<file path="src/rtl/hex_search_controller.sv">
// Hexagon-pattern motion search sequencer: issues fetches around the current centre,
// walks toward the winning vertex and reports the final motion vector and SAD.
module hex_search_controller #(
   parameter int MV_W         = 6,
   parameter int SEARCH_RANGE = 16,
   parameter int MAX_ITER     = 8,
   parameter int SAD_W        = 12
) (
   input  logic             clk,
   input  logic             rst,
   input  logic             start,
   output logic             busy,
   output logic             fetch_req,
   output logic [MV_W-1:0]  centre_x,
   output logic [MV_W-1:0]  centre_y,
   input  logic             fetch_done,
   input  logic [SAD_W-1:0] sad_min,
   input  logic [2:0]       new_centre,
   output logic             done,
   output logic [MV_W-1:0]  mv_x,
   output logic [MV_W-1:0]  mv_y,
   output logic [SAD_W-1:0] best_sad,
   output logic [3:0]       iter_count,
   output logic             hit_limit
);

   typedef enum logic [2:0] {
      S_IDLE,
      S_ISSUE,
      S_WAIT,
      S_EVAL,
      S_DONE
   } state_t;

   localparam logic signed [MV_W:0] LIM_POS  = (MV_W+1)'(SEARCH_RANGE);
   localparam logic signed [MV_W:0] LIM_NEG  = -LIM_POS;
   localparam logic [3:0]           ITER_CAP = 4'(MAX_ITER);

   // Clamp a widened component back into the search window.
   function automatic logic signed [MV_W-1:0] sat_comp(input logic signed [MV_W:0] v);
      if (v > LIM_POS)
         sat_comp = LIM_POS[MV_W-1:0];
      else if (v < LIM_NEG)
         sat_comp = LIM_NEG[MV_W-1:0];
      else
         sat_comp = v[MV_W-1:0];
   endfunction

   function automatic logic signed [2:0] off_x(input logic [2:0] idx);
      case (idx)
         3'd1:    off_x = 3'sd2;
         3'd2:    off_x = 3'sd1;
         3'd3:    off_x = -3'sd1;
         3'd4:    off_x = -3'sd2;
         3'd5:    off_x = -3'sd1;
         3'd6:    off_x = 3'sd1;
         default: off_x = 3'sd0;
      endcase
   endfunction

   function automatic logic signed [2:0] off_y(input logic [2:0] idx);
      case (idx)
         3'd2, 3'd3: off_y = 3'sd2;
         3'd5, 3'd6: off_y = -3'sd2;
         default:    off_y = 3'sd0;
      endcase
   endfunction

   state_t state, state_nx;

   logic signed [MV_W-1:0] cx_q, cy_q;
   logic signed [MV_W:0]   sum_x, sum_y;
   logic signed [MV_W-1:0] cand_x, cand_y;
   logic [3:0]             iter_inc;
   logic                   converged, stalled, last_iter;

   // Candidate centre for the current EVAL, computed one bit wider to avoid wrap.
   always_comb begin
      sum_x     = (MV_W+1)'(cx_q) + (MV_W+1)'(off_x(new_centre));
      sum_y     = (MV_W+1)'(cy_q) + (MV_W+1)'(off_y(new_centre));
      cand_x    = sat_comp(sum_x);
      cand_y    = sat_comp(sum_y);
      iter_inc  = iter_count + 4'd1;
      converged = (new_centre == 3'd0) || (new_centre == 3'd7);
      stalled   = !converged && (cand_x == cx_q) && (cand_y == cy_q);
      last_iter = (iter_inc == ITER_CAP);
   end

   always_ff @(posedge clk or posedge rst) begin
      if (rst)
         state <= S_IDLE;
      else
         state <= state_nx;
   end

   always_comb begin
      state_nx  = state;
      busy      = (state != S_IDLE);
      fetch_req = 1'b0;
      done      = 1'b0;
      case (state)
         S_IDLE:  if (start) state_nx = S_ISSUE;
         S_ISSUE: begin
            fetch_req = 1'b1;
            state_nx  = S_WAIT;
         end
         S_WAIT:  if (fetch_done) state_nx = S_EVAL;
         S_EVAL:  state_nx = (converged || stalled || last_iter) ? S_DONE : S_ISSUE;
         S_DONE: begin
            done     = 1'b1;
            state_nx = S_IDLE;
         end
         default: state_nx = S_IDLE;
      endcase
   end

   always_ff @(posedge clk or posedge rst) begin
      if (rst) begin
         cx_q       <= '0;
         cy_q       <= '0;
         mv_x       <= '0;
         mv_y       <= '0;
         best_sad   <= '0;
         iter_count <= '0;
         hit_limit  <= 1'b0;
      end else begin
         case (state)
            S_IDLE: begin
               if (start) begin
                  cx_q       <= '0;
                  cy_q       <= '0;
                  mv_x       <= '0;
                  mv_y       <= '0;
                  best_sad   <= '0;
                  iter_count <= '0;
                  hit_limit  <= 1'b0;
               end
            end
            S_EVAL: begin
               best_sad   <= sad_min;
               iter_count <= iter_inc;
               if (converged || stalled) begin
                  mv_x <= cx_q;
                  mv_y <= cy_q;
               end else begin
                  cx_q <= cand_x;
                  cy_q <= cand_y;
                  if (last_iter) begin
                     mv_x      <= cand_x;
                     mv_y      <= cand_y;
                     hit_limit <= 1'b1;
                  end
               end
            end
            default: ;
         endcase
      end
   end

   assign centre_x = cx_q;
   assign centre_y = cy_q;

endmodule

</file>
<file path="config.mk">
export PLATFORM = sky130hd
export DESIGN_NAME = hex_search_controller
export DESIGN_NICKNAME = d
export VERILOG_FILES = /design/src/rtl/hex_search_controller.sv
export SDC_FILE = /design/constraint.sdc
export NUM_CORES = 1
export LEC_CHECK = 0
export ABC_AREA = 0
export CAP_MARGIN = 30
export CORE_MARGIN = 2
export CORE_UTILIZATION = 50
export DETAILED_ROUTE_END_ITERATION = 12
export DONT_BUFFER_PORTS = 1
export HOLD_SLACK_MARGIN = 0.05
export PLACE_DENSITY_LB_ADDON = 0.3
export SYNTH_ARGS = -nofsm -noshare
export SYNTH_HDL_FRONTEND = slang
export SYNTH_SLANG_ARGS = --single-unit
</file>
<file path="constraint.sdc">
create_clock -name clk -period 6.95 [get_ports clk]
set_input_delay 1.0425 -clock clk [delete_from_list [all_inputs] [get_ports clk]]
set_output_delay 1.0425 -clock clk [all_outputs]
set_load 0.02 [all_outputs]
</file>
==> flow_metrics.tcl <==
set metrics [dict create \
    yosysSeqAreaShare 0.329 \
    grtUsageTotal 0.241 \
    rsz0062_at_grt "false" \
    diodes 0 \
    grt_pass1_vias 2847 \
    ys_ff_latch 44 \
    synth_edf_count 0 \
    setup_violations 0 \
    slew_viol_final 0 \
    synth-main-ff-cell "dfrtp_1" \
    drc_errors 5 \
    async_flop_share 1.00 \
    drt_iter0_drc 242 \
    cp_max_fo 25 \
    hold_path_class "register to register" \
    cap_violations 0 \
    synth-warning-count 0 \
    die_h_um 85.9 \
    htree_levels 2 \
    numCtsBuffers 5 \
    clock_sinks 44 \
    synth_top_area_share 0.329 \
    firstDrtPassIters 9 \
    syn_to_final_growth_pct 4.14 \
    antenna_found_initial 0 \
    pwr_density_cell_nw_per_um2 464 \
    ys_types 65 \
    postSynthAreaPerCell_um2 7.92 \
    cts_resized 0 \
    wirelength_um 8770 \
    fin_util 0.543 \
    critPathLaunchType "input pin" \
    syn-num-nets 452 \
    static-leakage-power_nw 1.57 \
    ios 63 \
    gp_congestion 0.904 \
    wire_per_inst_um 18.1 \
    layout_min_cycle_time_ps 4990 \
    postCtsHoldBufs 0 \
    fin_skew_ps 2.34 \
    post-synth-top-area-cell "dfrtp_1" \
    num_vias 3113 \
    antenna_left 0 \
    critPathCaptureType "register" \
    coreArea_um2 6420 \
    hpwl_um 6180 \
    tightest_slew_ps 1020 \
    nNetsFinal 436 \
    synth_common_cells "73 x nand2_1, 44 x dfrtp_1, 35 x nand3_1" \
    gr-total-overflow 0 \
    setup_tns_ps 0 \
    status "finished, violations left" \
    crit_chain "nand2_1 -> xnor2_1 -> ha_1 -> inv_1 -> fa_1 -> nand2b_1 -> a21oi_1 -> or4_1 -> a21oi_1 -> o41ai_1 -> a21oi_1 -> o2111ai_2 -> nand2_2 -> a31o_2" \
    grt_max_degree 45 \
    vias_per_cell 6.43 \
    clk_pin_slew_worst_paths_ps 80 \
    syn_inst 423 \
    num_rows 29 \
    crit_type "input pin to register" \
    cts_tree "done" \
    post_cts_buffers 0 \
    period_share 0.718 \
    chipWidth_um 85.9 \
    layout.cells.non_filler 484 \
    critical_path_required_ps 7150 \
    portBuffers 0 \
    cts.path.max_buffers 2 \
    failed_checks "DRC" \
    die-area_um2 7370 \
    max_freq_ghz 0.200 \
    netlist_top_cells_area "dfrtp_1 33%, nand2_1 8.2%, nand3_1 5.2%" \
    dp.cells 477 \
    finalHoldViolCount 0 \
    slowest_stage "o2111ai_2" \
    start_util 0.522 \
    max_stage_delay_ps 840 \
    hold_ws_ps 554 \
    clock_latency_ps 300 \
    syn_area_um2 3350 \
    drive_gt1_frac 0.0614 \
    max_slew_margin 0.319 \
    cts_root_buffer "clkbuf_8" \
    yosysMostFrequentCell "nand2_1" \
    critPathArrivalTime_ps 5190 \
    grt_pass1_wl_um 14300 \
    max-vdd-ir-drop_v 0.000177 \
    crit_top_cell "a21oi_1" \
]
-- area by class of cell --
type,count,area [µm²]
Fill cell,589,2930
Sequential cell,44,1100
Multi-Input combinational cell,334,2070
Timing Repair Buffer,3,22.5
Clock inverter,2,60.1
Inverter,19,71.3
Tap cell,77,96.3
Clock buffer,5,68.8
-- logic make-up (layout without fill, tap and decap cells) --
group,after synthesis,count (layout),share of synthesized area
adders and majority gates,10,10,0.0418
and+or+nand+nor,200,200,0.299
AOI/OAI and AO/OA,98,98,0.204
buffers and inverters,45,29,0.0538
DFF,44,44,0.329
xor gates and xnor gates,14,14,0.0366
muxes,12,12,0.0366
-- flip-flops by register name (all words and copies together) (netlist names) --
signal	cells
best_sad	12
state	3
centre_x	6
iter_count	4
centre_y	6
mv_y	6
mv_x	6
hit_limit	1
-- placed cells by master (no fill, tap or decap), drive strengths merged, types with 9 or more instances in the layout --
cell type / synthesis / layout
dfrtp: 44 / 44
inv: 19 / 19
and3: 10 / 10
nor3: 9 / 9
xnor2: 10 / 10
nand2: 74 / 74
nor2: 25 / 25
mux2i: 10 / 10
a21oi: 21 / 21
nand3: 35 / 35
o21ai: 19 / 19
-- critical path, delay by kind of cell --
family	cells	cell delay, ps
compound gates	6	2510
buf+inv	1	60
simple gates	4	840
xor+xnor	1	150
fa+ha+maj	2	590
-- final timing paths --
check,start,to,slack (ps),depth (start not counted)
hold reg to reg,state[2],state[1],550,1
setup / recovery,new_centre[2],centre_y[2],1960,14
hold / removal,state[2],state[1],550,1
max in group asynchronous,rst,centre_x[4],5600,1
setup reg to reg,centre_y[1],centre_y[2],2260,12
min in group asynchronous,rst,state[1],800,1
-- report_power, final --
group / internal (mW) / total, mW / switching (mW)
Sequential: 0.343 / 0.589 / 0.246
Clock: 0.141 / 0.229 / 0.0872
Combinational: 0.315 / 0.803 / 0.488
-- metal layers --
metal,vias up,track usage,wire length [µm]
li1,1499,-,-
met1,1473,0.327,3830
met2,129,0.384,4150
met3,12,0.0597,669
met4,0,0.0664,119
met5,-,0,0
-- through the flow --
step                      setup WS (ps)  area, µm²  power [mW]
after detailed placement           1700       3360        1.38
final                              1960       3490        1.62
after CTS                          2000       3490        1.61
after global placement             1820       3360        1.36
after global routing               1630       3490        1.73
after floorplan                    2470       3350        1.19
Power figures use the tool's default switching activity.
